$ cat src/rtl/accum_pkg.sv
// Shared types and constants for the carry-save realignment accumulator.
// The defaults mirror the squarer datapath configuration.
package accum_pkg;

  localparam int DEF_NUM_DIGITS = 130;
  localparam int DEF_CHUNK      = 10;
  localparam int DEF_DIGIT_W    = 16;
  localparam int DEF_IN_W       = 23;
  localparam int DEF_ADD2_W     = 17;
  localparam int DEF_OUT_W      = 19;

  localparam int BEATS = DEF_NUM_DIGITS / DEF_CHUNK;
  localparam int HI_W  = DEF_IN_W - DEF_DIGIT_W;

  typedef logic [DEF_IN_W-1:0]   in_digit_t;
  typedef logic [DEF_ADD2_W-1:0] add_digit_t;
  typedef logic [DEF_OUT_W-1:0]  out_digit_t;

  typedef enum logic {IDLE, RUN} seq_state_t;

  // True when the worst-case five-term digit sum fits in out_w bits.
  function automatic bit out_width_ok(input int digit_w, input int hi_w,
                                      input int add2_w, input int out_w);
    longint worst;
    worst = 2 * ((longint'(1) << digit_w) - 1)
          + 2 * ((longint'(1) << hi_w) - 1)
          + ((longint'(1) << add2_w) - 1);
    return worst < (longint'(1) << out_w);
  endfunction

endpackage

$ cat src/rtl/accum_realign_seq_csa.sv
// Combinational five-input carry-save compressor built from three 3:2 stages.
// Carries shifted out of the top bit are always zero while the true sum fits in OUT_W.
module csa_5to2 #(
  parameter int OUT_W = 19
) (
  input  logic [OUT_W-1:0] a,
  input  logic [OUT_W-1:0] b,
  input  logic [OUT_W-1:0] c,
  input  logic [OUT_W-1:0] d,
  input  logic [OUT_W-1:0] e,
  output logic [OUT_W-1:0] sum,
  output logic [OUT_W-1:0] carry
);

  logic [OUT_W-1:0] s1, m1, c1, s2, m2, c2, m3;

  assign s1 = a ^ b ^ c;
  assign m1 = (a & b) | (a & c) | (b & c);
  assign c1 = m1 << 1;

  assign s2 = s1 ^ c1 ^ d;
  assign m2 = (s1 & c1) | (s1 & d) | (c1 & d);
  assign c2 = m2 << 1;

  assign sum   = s2 ^ c2 ^ e;
  assign m3    = (s2 & c2) | (s2 & e) | (c2 & e);
  assign carry = m3 << 1;

endmodule

$ cat src/rtl/accum_realign_seq.sv
// Time-multiplexed realignment accumulator: CHUNK digits per beat, carry-save output
// with the inter-beat high-bit carry held in cry_c/cry_s.
module accum_realign_seq
  import accum_pkg::*;
#(
  parameter int NUM_DIGITS = 130,
  parameter int CHUNK      = 10,
  parameter int DIGIT_W    = 16,
  parameter int IN_W       = 23,
  parameter int ADD2_W     = 17,
  parameter int OUT_W      = 19
) (
  input  logic                        clk,
  input  logic                        reset,
  input  logic                        extend,
  input  logic                        in_valid,
  output logic                        in_ready,
  input  logic                        in_first,
  input  logic [CHUNK*IN_W-1:0]       in_c,
  input  logic [CHUNK*IN_W-1:0]       in_s,
  input  logic [CHUNK*ADD2_W-1:0]     in_add2,
  output logic                        out_valid,
  input  logic                        out_ready,
  output logic [CHUNK*OUT_W-1:0]      out_c,
  output logic [CHUNK*OUT_W-1:0]      out_s,
  output logic                        out_last,
  output logic [((NUM_DIGITS/CHUNK) > 1 ? $clog2(NUM_DIGITS/CHUNK) : 1)-1:0] out_beat,
  output logic [IN_W-DIGIT_W-1:0]     out_ovf_c,
  output logic [IN_W-DIGIT_W-1:0]     out_ovf_s,
  output logic                        frame_err
);

  localparam int N_BEATS = NUM_DIGITS / CHUNK;
  localparam int H_W     = IN_W - DIGIT_W;
  localparam int CNT_W   = (N_BEATS > 1) ? $clog2(N_BEATS) : 1;

  if (NUM_DIGITS % CHUNK != 0) begin : g_bad_chunk
    $fatal(1, "CHUNK must divide NUM_DIGITS");
  end
  if (!out_width_ok(DIGIT_W, H_W, ADD2_W, OUT_W)) begin : g_bad_width
    $fatal(1, "OUT_W too narrow for the five-term digit sum");
  end

  seq_state_t       state, state_nxt;
  logic [CNT_W-1:0] cnt, cnt_base, cnt_nxt;
  logic [H_W-1:0]   cry_c, cry_s, cin_c, cin_s;
  logic             ext_q, ext_eff, accept, at_start, beat0, is_last, bad_frame;
  logic [CHUNK*OUT_W-1:0] lane_c, lane_s;

  assign in_ready = !out_valid || out_ready;
  assign accept   = in_valid && in_ready;

  // Any beat that starts a frame (flagged or not) restarts the count and clears carry-in.
  always_comb begin
    at_start  = (state == IDLE);
    beat0     = in_first || at_start;
    bad_frame = in_first != at_start;
    cnt_base  = beat0 ? '0 : cnt;
    is_last   = (cnt_base == CNT_W'(N_BEATS - 1));
    ext_eff   = beat0 ? extend : ext_q;
    cin_c     = beat0 ? '0 : cry_c;
    cin_s     = beat0 ? '0 : cry_s;
    cnt_nxt   = cnt;
    state_nxt = state;
    if (accept) begin
      cnt_nxt   = is_last ? '0 : cnt_base + CNT_W'(1);
      state_nxt = is_last ? IDLE : RUN;
    end
  end

  always_ff @(posedge clk) begin
    if (reset) state <= IDLE;
    else       state <= state_nxt;
  end

  for (genvar j = 0; j < CHUNK; j++) begin : g_lane
    logic [H_W-1:0] hp_c, hp_s;
    if (j == 0) begin : g_head
      assign hp_c = cin_c;
      assign hp_s = cin_s;
    end else begin : g_body
      assign hp_c = in_c[(j-1)*IN_W + DIGIT_W +: H_W];
      assign hp_s = in_s[(j-1)*IN_W + DIGIT_W +: H_W];
    end
    csa_5to2 #(.OUT_W(OUT_W)) u_csa (
      .a    (OUT_W'(in_c[j*IN_W +: DIGIT_W])),
      .b    (OUT_W'(in_s[j*IN_W +: DIGIT_W])),
      .c    (OUT_W'(hp_c)),
      .d    (OUT_W'(hp_s)),
      .e    (OUT_W'(in_add2[j*ADD2_W +: ADD2_W])),
      .sum  (lane_s[j*OUT_W +: OUT_W]),
      .carry(lane_c[j*OUT_W +: OUT_W])
    );
  end

  always_ff @(posedge clk) begin
    if (reset) begin
      out_valid <= 1'b0;
      out_c     <= '0;
      out_s     <= '0;
      out_last  <= 1'b0;
      out_beat  <= '0;
      out_ovf_c <= '0;
      out_ovf_s <= '0;
      frame_err <= 1'b0;
      cnt       <= '0;
      cry_c     <= '0;
      cry_s     <= '0;
      ext_q     <= 1'b0;
    end else begin
      frame_err <= accept && bad_frame;
      if (in_ready) out_valid <= in_valid;
      if (accept) begin
        out_c     <= lane_c;
        out_s     <= lane_s;
        out_beat  <= cnt_base;
        out_last  <= is_last;
        out_ovf_c <= (is_last && ext_eff) ? in_c[CHUNK*IN_W-1 -: H_W] : '0;
        out_ovf_s <= (is_last && ext_eff) ? in_s[CHUNK*IN_W-1 -: H_W] : '0;
        cnt       <= cnt_nxt;
        cry_c     <= in_c[CHUNK*IN_W-1 -: H_W];
        cry_s     <= in_s[CHUNK*IN_W-1 -: H_W];
        if (beat0) ext_q <= extend;
      end
    end
  end

endmodule

$ cat config.mk
export PLATFORM = sky130hd
export DESIGN_NAME = accum_realign_seq
export DESIGN_NICKNAME = d
export VERILOG_FILES = /design/src/rtl/accum_pkg.sv /design/src/rtl/accum_realign_seq_csa.sv /design/src/rtl/accum_realign_seq.sv
export SDC_FILE = /design/constraint.sdc
export NUM_CORES = 1
export LEC_CHECK = 0
export ABC_AREA = 1
export CAP_MARGIN = 15
export CORE_AREA = 2 2 399 401
export CTS_BUF_LIST = sky130_fd_sc_hd__clkbuf_8
export CTS_CLUSTER_SIZE = 40
export DETAILED_ROUTE_END_ITERATION = 12
export DIE_AREA = 0 0 401 403
export HOLD_SLACK_MARGIN = 0.03
export RECOVER_POWER = 50
export SYNTH_ARGS = -nofsm -noshare
export SYNTH_HDL_FRONTEND = slang
export SYNTH_SLANG_ARGS = --single-unit
$ cat constraint.sdc
create_clock -name clk -period 3.5 [get_ports clk]
set_input_delay 0.35 -clock clk [delete_from_list [all_inputs] [get_ports clk]]
set_output_delay 0.35 -clock clk [all_outputs]
set_load 0.01 [all_outputs]
==> key figures <==
Timing
  – Highest clock rate: 371 MHz
  – Clock Skew: 57.7 ps
  – Final setup violation count: 0
  – Slew headroom: 17.2%
  – Final hold viol count: 0
  – Final min period: 2700 ps
  – Slew @ Worst Pin: 1240 ps
  – Fin crit share: 77.0%
  – RSZ-0062 raised after global routing: no
  – Setup TNS: 0 ps
  – Setup slack after layout: 805 ps
  – Slew Viols, Final: 0

Floorplan
  – Initial core utilization: 15.1%
  – Site Rows: 146
  – Die Wd: 401 um
  – CORE AREA: 157000 sq um
  – Die height: 403 um
  – Io pins: 1038
  – Die ar.: 162000 sq um

Clock tree
  – Number of buffers created by CTS: 81
  – CTS resizes: 0
  – Deepest clock path buffer count: 3
  – CTS tree: done
  – CTS H-tree lvls: 3
  – Post-CTS Setup Bufs: 0
  – Reg clk slew, reported paths: 60 ps
  – Num Clock Sinks: 381
  – CTS Hold Bufs: 0
  – CTS Root Cell: clkbuf_8
  – Clock Latency Late Sink: 760 ps

Critical path
  – Startpoint Class: register
  – Setup Crit Path Kind: register to register
  – CP max FO: 20
  – RR Endpoint: out_s[3]
  – Critical Path End Type: register
  – CP required: 4130 ps
  – Critical Path AT: 3320 ps
  – Reg2Reg Depth: 9
  – R2R Setup Slk: 800 ps
  – Reg-to-reg critical path startpoint: state

Synthesis
  – Top cell type's share of synthesized area: 32.1%
  – #FFs+latches synth: 381
  – Synth warnings: 0
  – Yosys cell types: 27
  – FFs w/ async S/R, synth: 0%
  – Ranking of synthesized cells by area: dfxtp_1 32%, fa_1 25%, ha_1 11%
  – Sequential area share after synthesis: 32.1%
  – Area leader, netlist: dfxtp_1
  – Post-synthesis cell count: 2413
  – Number of synthesized flops with an enable pin: 0
  – Commonest cells post-synth: 458 x nor2_1, 381 x dfxtp_1, 322 x inv_1
  – Synthesized cell area: 23800 sq um
  – Count leader, synth: nor2_1
  – Main synth FF type: dfxtp_1
  – Syn Area/Cell: 9.85 sq um

Placed design
  – Worst slack, placed: 255 ps
  – DP Cell Count: 5399
  – IO buf count: 997
  – Final HPWL DP: 92.5 mm
  – Final Wtd Congestion: 0.980

Detailed routing
  – Via/cell ratio: 3.66
  – DRC: 0
  – Initial drt markers: 943
  – Vias: 20300
  – Initial DRT Pass Iterations: 5
  – Post-DRT Antenna Nets: 0
  – Wirelength per Cell: 20.0 um
  – Routed WL: 111 mm

Pwr
  – Power Dens Cells: 407 nW/um^2
  – VDD IR max: 0.252 mV
  – Pleak: 0.0151 uW

Layout
  – Share of layout cells above drive strength 1: 8.01%
  – Fillers: 17100
  – Final std cells w/o fill: 5552
  – Multi-input gate area: 13700 sq um
  – Fin nets: 4549
  – Area grow syn2layout: 56.5%
  – Register Area: 7630 sq um

Global routing
  – Grt ovf: 0
  – Initial antenna violation count: 13
  – Busiest grt layer: met2
  – GR Util All Layers: 13.4%
  – Largest net degree at the start of global routing: 122
  – Grt met3 use: 3.96%
  – GRT met1 Usage: 16.5%
  – First-pass GRT wire length: 155 mm
  – GRT met2 Usage: 22.7%
  – Vias in the first global route: 21100

Worst hold path
  – Origin of the worst min-delay path: reset
  – Hold WC Path Type: primary input to register
  – WHS Endpoint: out_ovf_c[5]
  – Worst hold stages: 3

Flow run
  – Max Cap Viol: 0

Outcome
  – Status: finished clean
-- layout by cell type (no fill, tap or decap), types with 2 or more instances in the layout --
master and count:
o21ai_2 29, clkbuf_1 9, ha_1 203, nor2_1 459, clkdlybuf4s50_1 966, buf_4 22, fa_1 300, conb_1 40
diode_2 8, a21oi_1 86, clkinv_2 9, dfxtp_1 381, inv_8 2, inv_1 340, o21ai_0 297, clkinvlp_4 4
clkbuf_2 7, dlygate4sd3_1 30, buf_12 6, a21oi_2 80, o21ai_1 21, nand2_1 59, clkbuf_8 108, clkinv_8 3
-- logic make-up after synthesis --
| logic type | after synthesis | share of synthesized area, % |
|---|---|---|
| simple gates | 523 | 8.42 |
| buf+inv | 491 | 9.63 |
| other cells | 1 | 0.0158 |
| fa+ha+maj | 503 | 35.9 |
| compound gates | 513 | 13.9 |
| xor+xnor | 1 | 0.0369 |
| flops | 381 | 32.1 |
-- metal layers --
metal / vias up / wire (um) / part of all wire (%)
li1: 9512 / - / -
met4: 4 / 2570 / 2.3
met3: 137 / 8120 / 7.3
met2: 741 / 53800 / 48
met1: 9905 / 46800 / 42
met5: - / 25 / 0.022
-- power breakdown --
part | internal (uW) | switching [uW] | leakage (uW)
clock | 2840 | 2310 | 0.000953
sequential | 4790 | 260 | 0.00316
combinational | 2430 | 2530 | 0.0110
total | 10100 | 5100 | 0.0151
-- worst max-delay path, cell delays in order (launching register included) --
cell	delay, ps
dfxtp_1	330
ha_1	190
buf_12	170
nand2_1	80
fa_1	630
fa_1	470
inv_1	90
fa_1	400
o21ai_0	180
nor2_1	50
-- flip-flops by register name, indices dropped and copies added, names as in the netlist, 4 cells and up --
register	cells
cnt	4
cry_c	7
cry_s	7
out_beat	4
out_c	170
out_ovf_c	7
out_ovf_s	7
out_s	170
-- per-stage QoR --
step                total power, uW  hold slack (ps)  cell area (sq um)  util [%]
finish                        15200              195              37200      23.6
global route                  16100              111              37200      23.6
CTS                           15600             56.8              37700      23.9
detailed placement            10300              456              35900      22.8
global placement              10200              454              35900      22.8
floorplan                      7350              441              23900         -
-- worst max-delay path by stage --
stage               slack [ps]        end      start  cells after the start
floorplan                  740   out_s[2]   in_first                     11
global placement           220   out_s[4]   in_first                     11
detailed placement         250   out_s[4]   in_first                     11
CTS                        780   out_s[4]      state                      9
global route               500  out_s[90]  out_valid                      6
finish                     800   out_s[3]      state                      9
-- final cells by class --
type	count	share of cell area [%]
multi-input cells	1580	36.7
repair buffers	1041	27.8
flip-flops and latches	381	20.5
well taps	2072	6.97
clock buffers	108	3.99
inverters	325	3.36
clock inverters	37	0.635
diodes	8	0.0538
Power figures use the tool's default switching activity.
==> edit 1 (same settings) <==
Set the parameter `NUM_DIGITS` to 260 (it was 130).
--- a/src/rtl/accum_realign_seq.sv
+++ b/src/rtl/accum_realign_seq.sv
@@ -3,7 +3,7 @@
 module accum_realign_seq
   import accum_pkg::*;
 #(
-  parameter int NUM_DIGITS = 130,
+  parameter int NUM_DIGITS = 260,
   parameter int CHUNK      = 10,
   parameter int DIGIT_W    = 16,
   parameter int IN_W       = 23,
Ports: changed (resized out_beat); port bits go from 1038 to 1039. The function was not compared with the original's and may differ.
==> edit 1 against the unedited design <==
  * Sequential share of layout area rose by 0.26 points
  * Fmax decreased by 1.8%
  * Highest routed layer unchanged
  * Area after synthesis decreased by 3.0%
  * Global-route usage grew 2.1 points
  * Via count up 1.8%
  * Setup slack worse by 0.049 ns
  * Largest power group unchanged
  * Design area is 0.74% lower
  * Wire length increased by 15%
  * Die area unchanged
  * Total power grew 1.2%
  * Sequential cell count rose by 2
==> edit 1: results (changes against the unedited design) <==
[metrics] outcome: completed (unchanged)
[metrics] final routed wire length divided by cell count: 22.9 um (was 20.0 um)
[metrics] final weighted congestion in routability-driven placement: 0.943 (was 0.980)
[metrics] adder and majority gate portion of the synthesized area: 37.0% (was 35.9%)
[metrics] number of ordinary inverters in the final layout: 346 (was 325)
[metrics] estimated wirelength of the detail-placed design: 108,000 um (was 92,500 um)
[metrics] synthesized-area fraction occupied by ao, oa, aoi and oai cells: 11.7% (was 13.9%)
[metrics] XOR/XNOR Fraction of Synth Area: 0% (was 0.0368%)
[metrics] vias in the first global route: 21,400 (was 21,100)
[metrics] family with the most delay on the worst path: buffers and inverters (was adder cells)
[metrics] count of buffers not belonging to the clock network in the layout: 1,031 (was 1,041)
[metrics] top area cells in the synthesized netlist: dfxtp_1 (33%), fa_1 (26%), ha_1 (11%) (was dfxtp_1 (32%), fa_1 (25%), ha_1 (11%))
[metrics] antenna violations before repair: 34 (was 13)
[metrics] Tightest Pin Transition: 1.36 ns (was 1.24 ns)
[metrics] area used by multi-input combinational logic: 13,300 um^2 (was 13,700 um^2)
[metrics] maximum number of pins on one net before global-route repair: 92 (was 122)
[metrics] Port Buffer Count: 998 (was 997)
[metrics] clock buffer count in the final layout: 103 (was 108)
[metrics] layout sequential cell count: 383 (was 381)
[metrics] wire length of the first global-routing pass: 175,000 um (was 155,000 um)
[metrics] CP max-delay cell: clkbuf_2 (was fa_1)
[metrics] fraction of area in clock buffers and inverters: 4.61% (was 4.63%)
[metrics] sum of met3 wire segment lengths after detailed routing: 8060 um (was 8120 um)
[metrics] worst setup slack after placement: 0.205 ns (was 0.255 ns)
[metrics] Post-Layout Cell Count: 5,562 (was 5,552)
[metrics] delay of the slowest cell on the worst path: 0.96 ns (was 0.63 ns)
[metrics] # placed instances: 5,405 (was 5,399)
[metrics] Area after DPL: 35,300 um^2 (was 35,900 um^2)
[metrics] final worst-path cycle share: 78.4% (was 77.0%)
[metrics] nets: 4,558 (was 4,549)
[metrics] multi-input gates: 1,574 (was 1,580)
[metrics] Filler cells: 17,000 (was 17,100)
[metrics] Mapped Cells: 2,430 (was 2,413)
[metrics] met1 Track Usage GR: 18.7% (was 16.5%)
[metrics] signal buffers share of area: 27.9% (was 27.8%)
[metrics] met1 wire length: 51,900 um (was 46,800 um)
[metrics] metal2 WL: 64,200 um (was 53,800 um)
[metrics] reported leakage power: 15.4 nW (was 15.1 nW)
[metrics] fraction of layout instances using a drive strength above 1: 5.11% (was 8.01%)
[metrics] met3 routing resource usage after global routing: 3.73% (was 3.96%)
[metrics] highest ir drop seen on vdd: 209 uV (was 252 uV)
[metrics] met2 usage in global routing: 27.2% (was 22.7%)
[metrics] critical path peak fanout: 80 (was 20)
[metrics] cts bufs inserted: 83 (was 81)
[metrics] area overhead of the layout relative to synthesis: 60.1% (was 56.5%)
-- edit 1: power groups by stage --
stage,clock [mW],combinational (mW),sequential (mW)
final,5.18,5.10,5.08
after global routing,5.58,5.60,5.13
after CTS,5.43,5.29,5.08
after detailed placement,0,5.24,5.17
after global placement,0,5.25,5.16
after floorplan,0,1.84,5.31
-- edit 1: final timing paths --
| path | start | to | slack [ns] | cells after the start |
|---|---|---|---|---|
| hold reg to reg | out_ovf_s[6]$_SDFFE_PP0P_ | out_ovf_s[6]$_SDFFE_PP0P_ | 0.46 | 2 |
| setup reg to reg | out_valid$_SDFFE_PP0N_ | out_c[32]$_SDFFE_PP0P_ | 0.76 | 6 |
| hold / removal | in_s[228] | cry_s[5]$_SDFFE_PP0P_ | 0.26 | 5 |
| setup / recovery | out_valid$_SDFFE_PP0N_ | out_c[32]$_SDFFE_PP0P_ | 0.76 | 6 |
-- edit 1: timing repair --
item,4_1_cts,5_1_grt
hold buffers,1,0
resized for setup,0,0
endpoints found under the hold margin,1,0
==> edit 2 (same flow settings) <==
Without the edit above. Remove the register `frame_err`: a continuous assignment takes its place, so the output `frame_err` follows one clock earlier.
--- a/src/rtl/accum_realign_seq.sv
+++ b/src/rtl/accum_realign_seq.sv
@@ -102,13 +102,11 @@
       out_beat  <= '0;
       out_ovf_c <= '0;
       out_ovf_s <= '0;
-      frame_err <= 1'b0;
       cnt       <= '0;
       cry_c     <= '0;
       cry_s     <= '0;
       ext_q     <= 1'b0;
     end else begin
-      frame_err <= accept && bad_frame;
       if (in_ready) out_valid <= in_valid;
       if (accept) begin
         out_c     <= lane_c;
@@ -125,5 +123,7 @@
     end
   end
 
+  assign frame_err = accept && bad_frame;
+
 endmodule
 
Behaviour: not the same (a bounded check fails within 4 cycles, from zero or initial values and one cycle with reset high).
==> edit 2 against the unedited design <==
  * The run now ends with max-capacitance violations, max-slew violations left
  * Wire length rose by 5.4%
  * Total power fell by 0.73%
  * Largest power group unchanged
  * Setup slack got worse by 0.31 ns
  * Sequential cell count fell by 1
  * Clock skew fell by 0.033 ns
  * Clock power fell by 1%
  * Design area fell by 1.1%
  * Non-clock buffer count rose by 5
  * Area after synthesis fell by 3.4%
  * Fmax fell by 10%
==> edit 2: results (changes against the unedited design) <==
[metrics] data arrival time of the critical path: 3.56 ns (was 3.32 ns)
[metrics] worst setup slack after placement: 0.158 ns (was 0.255 ns)
[metrics] vias in the first global route: 21,000 (was 21,100)
[metrics] Area after DPL: 35,200 um^2 (was 35,900 um^2)
[metrics] top area cells in the synthesized netlist: dfxtp_1 (33%), fa_1 (26%), ha_1 (11%) (was dfxtp_1 (32%), fa_1 (25%), ha_1 (11%))
[metrics] portion of the post-synthesis area used by sequential elements: 33.1% (was 32.1%)
[metrics] synthesized-area fraction occupied by ao, oa, aoi and oai cells: 11.2% (was 13.9%)
[metrics] Post-Layout Cell Count: 5,550 (was 5,552)
[metrics] switching portion of total power: 34.4% (was 33.6%)
[metrics] final weighted congestion in routability-driven placement: 1.03 (was 0.980)
[metrics] total count of max-transition violations in the final report: 175 (was 0)
[metrics] wire length of the first global-routing pass: 161,000 um (was 155,000 um)
[metrics] # placed instances: 5,403 (was 5,399)
[metrics] number of different library cells in the post-synthesis netlist: 26 (was 27)
[metrics] failing checks: max-capacitance violations, max-slew violations
[metrics] post-detailed-routing wire length: 117,000 um (was 111,000 um)
[metrics] estimated wirelength of the detail-placed design: 98,600 um (was 92,500 um)
[metrics] reported leakage power: 15.6 nW (was 15.1 nW)
[metrics] nets: 4,550 (was 4,549)
[metrics] number of maximum-capacitance constraint violations: 1 (was 0)
[metrics] Total GRT Usage: 14.1% (was 13.4%)
[metrics] outcome: finished with violations (was completed)
[metrics] Mapped Avg Cell Area: 9.52 um^2 (was 9.85 um^2)
[metrics] delay of the slowest cell on the worst path: 0.50 ns (was 0.63 ns)
[metrics] cts bufs inserted: 78 (was 81)
[metrics] highest ir drop seen on vdd: 234 uV (was 252 uV)
[metrics] most numerous cell types in the synthesized netlist: nor2_1 (458), dfxtp_1 (380), inv_1 (323), fa_1 (300), o21ai_0 (268) (was nor2_1 (458), dfxtp_1 (381), inv_1 (322), fa_1 (300), o21ai_0 (214))
[metrics] final worst clock skew: 0.0251 ns (was 0.0577 ns)
## edit 2: cell count changes in the layout (fill, tap and decap cells not counted), moves of 3 or more
| cell | change |
|---|---|
| a21oi_2 | -80 |
| o21ai_2 | -28 |
| clkbuf_8 | -11 |
| clkbuf_1 | -7 |
| clkbuf_2 | -7 |
| nand2_1 | -3 |
| dlygate4sd3_1 | +214 |
| a21oi_1 | +80 |
| inv_1 | +7 |
| diode_2 | -3 |
| buf_4 | +17 |
| o21ai_0 | -11 |
| o21ai_1 | +39 |
| clkdlybuf4s50_1 | -214 |
## edit 2: final cells by class
| class | count | area [um^2] |
|---|---|---|
| repair buffers | 1046 | 10400 |
| clock buffers | 97 | 1340 |
| fillers | 17000 | 121000 |
| diodes | 5 | 12.5 |
| multi-input cells | 1579 | 13300 |
| clock inverters | 45 | 325 |
| flip-flops and latches | 380 | 7610 |
| well taps | 2072 | 2590 |
| inverters | 326 | 1240 |
## edit 2: worst reg2reg max path, stage by stage, from the launching register on
cell      delay, ns
dfxtp_1        0.33
ha_1           0.34
clkbuf_1       0.44
nand2_1        0.13
fa_1           0.50
inv_1          0.05
fa_1           0.47
inv_1          0.05
fa_1           0.48
a21oi_1        0.06
## edit 2: cells by family after synthesis
kind of cell / after synthesis
simple gates: 522
compound gates: 513
fa+ha+maj: 503
buf+inv: 492
flops: 380
xor+xnor: 1
other cells: 1
## edit 2: metal layers
| layer | global-route usage [%] | wire, um |
|---|---|---|
| met5 | 0 | 58 |
| met4 | 5.06 | 3590 |
| met3 | 4.51 | 10200 |
| met2 | 22.2 | 53300 |
| met1 | 18.1 | 50100 |
## edit 2: power by group through the flow
stage	Clock, mW	Combinational, mW	Sequential (mW)
finish	5.10	4.92	5.03
global route	5.51	5.41	5.08
floorplan	0	1.82	5.28
global placement	0	5.05	5.11
CTS	5.35	5.10	5.04
detailed placement	0	5.05	5.13
## edit 2: final timing paths
path,startpoint,to,slack [ns],cells past startpoint
setup / recovery,state$_SDFFE_PP0P_,out_s[1]$_SDFFE_PP0P_,0.50,9
hold / removal,reset,out_ovf_s[5]$_SDFFE_PP0P_,0.19,3
setup reg to reg,state$_SDFFE_PP0P_,out_s[1]$_SDFFE_PP0P_,0.50,9
hold reg to reg,cry_c[2]$_SDFFE_PP0P_,cry_c[2]$_SDFFE_PP0P_,0.47,2
## edit 2: per-stage QoR
step	total power, mW	util [%]
2_1_floorplan	7.09	-
3_3_place_gp	10.2	22.3
3_5_place_dp	10.2	22.3
4_1_cts	15.5	23.4
5_1_grt	16.0	23.4
6_report	15.1	23.4
